--- config.mk ---
export PLATFORM = sky130hd
export DESIGN_NAME = sb_packer
export DESIGN_NICKNAME = d
export VERILOG_FILES = /design/src/rtl/sb_packer.sv
export SDC_FILE = /design/constraint.sdc
export NUM_CORES = 1
export LEC_CHECK = 0
export ABC_AREA = 1
export ABC_CLOCK_PERIOD_IN_PS = 3100
export BUFFER_PORTS_ARGS = -buffer_cell sky130_fd_sc_hd__buf_2
export CAP_MARGIN = 10
export CORE_ASPECT_RATIO = 0.7
export CORE_UTILIZATION = 25
export DETAILED_ROUTE_END_ITERATION = 6
export GPL_TIMING_DRIVEN = 0
export PLACE_DENSITY_LB_ADDON = 0.3
export SETUP_SLACK_MARGIN = 0.3
export SYNTH_ARGS = -nofsm -noshare
export SYNTH_HDL_FRONTEND = slang
export SYNTH_SLANG_ARGS = --single-unit
--- constraint.sdc ---
create_clock -name clk -period 3.1 [get_ports clk]
set_input_delay 0.62 -clock clk [delete_from_list [all_inputs] [get_ports clk]]
set_output_delay 0.62 -clock clk [all_outputs]
set_load 0.01 [all_outputs]
--- src/rtl/sb_packer.sv ---
// Synapse-buffer write packer: packs variable-precision weights LSB-first into
// dense BIT_WIDTH-bit words, with a one-word output slot and a flush for the tail.
module sb_packer #(
  parameter int BIT_WIDTH  = 16,
  parameter int SHIFT_BITS = 5
) (
  input  logic                  clk,
  input  logic                  rst,
  input  logic [BIT_WIDTH-1:0]  i_in,
  input  logic                  i_valid,
  output logic                  o_ready,
  input  logic [SHIFT_BITS-1:0] i_s,
  input  logic                  i_flush,
  output logic [BIT_WIDTH-1:0]  o_out,
  output logic                  o_valid,
  input  logic                  i_ready,
  output logic [SHIFT_BITS-1:0] o_fill
);

  localparam int                ACC_W     = 2 * BIT_WIDTH;
  localparam logic [SHIFT_BITS:0] WORD_BITS = (SHIFT_BITS + 1)'(BIT_WIDTH);

  logic [ACC_W-1:0]      acc;
  logic [ACC_W-1:0]      acc_next;
  logic [SHIFT_BITS-1:0] fill;
  logic [SHIFT_BITS:0]   s_eff;
  logic [SHIFT_BITS:0]   nfill;
  logic [BIT_WIDTH-1:0]  mask;
  logic [BIT_WIDTH-1:0]  v;
  logic                  xfer;
  logic                  take_in;
  logic                  take_flush;

  // NOTE: every variable gets a value before any conditional override, so no latch is inferred.
  always_comb begin
    s_eff = {1'b0, i_s};
    if (s_eff > WORD_BITS) s_eff = WORD_BITS;
    // A shift by the full width yields zero, so s == BIT_WIDTH gives an all-ones mask.
    mask     = ~({BIT_WIDTH{1'b1}} << s_eff);
    v        = i_in & mask;
    acc_next = acc | (ACC_W'(v) << fill);
    nfill    = {1'b0, fill} + s_eff;
  end

  assign o_ready    = !o_valid || i_ready;
  assign xfer       = o_valid && i_ready;
  assign take_in    = i_valid && o_ready && (s_eff != '0);
  // An input always wins over a flush; the flush waits for a cycle with i_valid low.
  assign take_flush = i_flush && !i_valid && o_ready && (fill != '0);
  assign o_fill     = fill;

  // NOTE: sequential state uses non-blocking assignments so all registers update together.
  always_ff @(posedge clk) begin
    if (rst) begin
      acc     <= '0;
      fill    <= '0;
      o_out   <= '0;
      o_valid <= 1'b0;
    end else begin
      if (xfer) o_valid <= 1'b0;
      if (take_in) begin
        if (nfill >= WORD_BITS) begin
          o_out   <= acc_next[BIT_WIDTH-1:0];
          o_valid <= 1'b1;
          acc     <= acc_next >> BIT_WIDTH;
          fill    <= SHIFT_BITS'(nfill - WORD_BITS);
        end else begin
          acc  <= acc_next;
          fill <= nfill[SHIFT_BITS-1:0];
        end
      end else if (take_flush) begin
        // Bits at and above fill are already zero, so the low word is the padded tail.
        o_out   <= acc[BIT_WIDTH-1:0];
        o_valid <= 1'b1;
        acc     <= '0;
        fill    <= '0;
      end
    end
  end

endmodule

==> impl_metrics.py <==
metrics = {
    "global_routing": {
        "antenna_found_initial": 0,
        "first_global_vias": 4021,
        "grt_max_degree": 16,
        "grt.total_usage_pct": 17.6,
        "grt_first_pass_wirelength_um": 21600,
        "overflow": 0,
    },
    "worst_setup_path": {
        "crit_top_cell": "inv_2",
        "worstPathCellList": "buf_2 -> buf_8 -> clkinv_8 -> nand2_2 -> inv_2 -> ha_2 -> inv_2 -> fa_2 -> inv_2 -> a21oi_2 -> o21ai_2 -> xnor2_2 -> nand2_2 -> nor2_4 -> nor2_4 -> buf_8 -> buf_12 -> a31oi_4",
        "crit_fanout": 6,
        "path_class": "in2reg",
        "slowest_delay_ns": 0.32,
        "path_delay_family": "buffers and inverters",
        "cp-start-kind": "input pin",
        "worst-path-buf-inv": 8,
        "reg2reg_from": "o_fill[1]",
        "worstSetupEndpointType": "flip-flop",
        "startpoint": "i_s[4]",
        "cp_slowest_cell": "fa_2",
        "required_ns": 3.33,
        "worstPathArrival_ns": 2.91,
    },
    "sta": {
        "fin_skew_ns": 0.00842,
        "timing.fmax_ghz": 0.373,
        "slew_violations": 0,
        "period_share_pct": 86.6,
        "holdWs_ns": 0.461,
        "worst_pin_slew_ns": 0.660,
        "finalHoldViolCount": 0,
        "setup_viol": 0,
        "min_period_ns": 2.68,
        "slew_headroom_pct": 56.0,
        "rsz0062_at_grt": "false",
    },
    "final_layout": {
        "instances_no_fill": 878,
        "drive_gt1_share_pct": 20.8,
        "utilization_pct": 32.4,
        "fin_nets": 714,
        "area_delta_synth_final_pct": 24.6,
        "final_area_um2": 4820,
        "antenna_cells": 0,
    },
    "hold_path": {
        "hold_path.startpoint": "o_out[2]",
        "hold_path_class": "reg2reg",
    },
    "synthesis": {
        "syn_nets": 650,
        "synth.top_cell.area_share_pct": 27.9,
        "synth.area.top_cells": "dfxtp_1 28%, nand2_1 18%, nand3_1 16%",
        "synth_edf_count": 0,
        "netlist_instances": 618,
        "syn-cell-area_um2": 3870,
        "yosysTopAreaCell": "dfxtp_1",
        "ys.warnings.count": 0,
        "synthFlopType": "dfxtp_1",
        "postSynthAreaPerCell_um2": 6.26,
        "yosysSeqAreaShare_pct": 27.9,
        "ys_ff_latch": 54,
        "synth_cell_type_count": 37,
        "ys_async_sr_fraction_pct": 0,
    },
    "clock_tree": {
        "clk_pin_slew_ns": 0.07,
        "cts_buffer_depth": 2,
        "cts_tree": "done",
        "holdBufCountCts": 0,
        "cts_root_buf": "clkbuf_16",
        "cts_max_level": 2,
        "cts_inserted_buffers": 5,
        "clk_latency_ns": 0.30,
        "cts_num_sinks": 54,
    },
    "routing": {
        "drt_iter0_markers": 389,
        "dr.pass1.iters": 6,
        "drc": 0,
        "routed_wl_um": 14000,
        "drtAntennaViolNets": 0,
        "via_per_inst": 5.06,
        "vias": 4442,
        "drt-wirelength-per-cell_um": 15.9,
    },
    "placement": {
        "place_inst": 860,
        "hpwl_um": 10900,
        "routabilityCongestion": 0.976,
        "portBuffers": 47,
        "dpl-instance-area_um2": 4350,
    },
    "floorplan": {
        "die-area_um2": 16000,
        "start_util_pct": 26.0,
        "io_pins": 49,
        "core_um2": 14900,
        "dieWidth_um": 151,
        "die_h_um": 106,
        "rows": 37,
    },
    "outcome": {
        "status": "completed",
    },
    "power_and_ir_drop": {
        "p_leak_nw": 2.18,
        "vdd_drop_max_mv": 0.216,
        "power_mw": 2.12,
        "power.density_nw_per_um2": 439,
    },
    "flow_run": {
        "maxCapViolations": 0,
    },
}
-- stage by stage --
step / setup TNS [ns] / worst slack, ns
5_1_grt: 0 / 0.295
3_3_place_gp: -0.0131 / -0.0131
2_1_floorplan: 0 / 0.471
6_report: 0 / 0.415
4_1_cts: 0 / 0.313
3_5_place_dp: 0 / 0.000813
-- cell usage in the layout (no fill, tap or decap), types with 4 or more instances in the layout --
master / Yosys / layout
a21oi_1: 51 / 49
a31oi_1: 13 / 4
o21ai_1: 2 / 8
nor2_2: 4 / 4
nand3_1: 120 / 120
inv_1: 50 / 47
nand4_1: 23 / 23
nand2_1: 183 / 182
nor2_1: 15 / 15
clkbuf_1: 7 / 8
a31oi_4: 0 / 8
clkbuf_16: 0 / 8
inv_2: 5 / 7
ha_1: 5 / 4
o21bai_1: 4 / 4
dfxtp_1: 54 / 54
o21ai_2: 2 / 6
buf_2: 15 / 61
a21oi_2: 2 / 4
nand3_2: 4 / 4
nor2_4: 5 / 5
o21ai_0: 21 / 11
buf_4: 5 / 12
-- metal layers --
metal	vias to the layer above	global-route usage (%)	part of all wire (%)
li1	2207	-	-
met2	147	23.8	38
met5	-	0	0
met4	0	2.50	0.39
met3	5	5.24	9.3
met1	2083	27.1	52
-- report_power, final --
part           leakage [nW]  switching (mW)  internal, mW
clock network        0.0739           0.268         0.322
logic                  1.66           0.493         0.259
registers             0.441          0.0302         0.743
total                  2.18           0.792          1.32
-- path summary, 6_finish.rpt --
kind	end	slack (ns)	cells past startpoint
setup / recovery	o_out[11]	0.42	18
hold / removal	o_out[2]	0.46	2
setup reg to reg	o_out[11]	0.47	13
hold reg to reg	o_out[2]	0.46	2
-- Yosys cell counts (5+ instances only) --
cell type,n
nor2_4,5
a31oi_1,13
dfxtp_1,54
buf_4,5
nand4_1,23
clkbuf_1,7
inv_1,50
buf_2,15
ha_1,5
o21ai_0,21
nand3_1,120
nand2_1,183
nor2_1,15
a21oi_1,51
inv_2,5
-- cell type report --
class                           instances  area, um2
Multi-Input combinational cell        471       2520
Clock buffer                            7        143
Clock inverter                          1       5.00
Sequential cell                        54       1080
Tap cell                              195        244
Inverter                               61        251
Buffer                                 32        214
Timing Repair Buffer                   57        363
Fill cell                            1678      10100
-- kinds of logic after synthesis --
family	Yosys count	share of synthesized area, %
and+or+nand+nor	361	43.7
AOI/OAI and AO/OA	103	14.9
buffers and inverters	93	11.1
DFF	54	27.9
adders and majority gates	6	2.13
xor gates and xnor gates	1	0.226
-- registers in the layout, indices dropped and copies added (netlist names) --
signal   count
acc         32
o_out       16
o_fill       5
o_valid      1
-- tightest hold or removal path, stage by stage, from the launching register on --
cell and delay (ns):
dfxtp_1 0.31, nand2_1 0.06, a21oi_1 0.05
-- what timing repair did --
item / 4_1_cts / 5_1_grt
gates resized for setup: 2 / 46
endpoints found under the hold margin: 0 / 0
setup buffers: 0 / 7
endpoints found under the setup margin: 47 / 47
pin swaps: 0 / 11
gates cloned: 0 / 3
No activity file was read; power rests on OpenSTA's default activity.
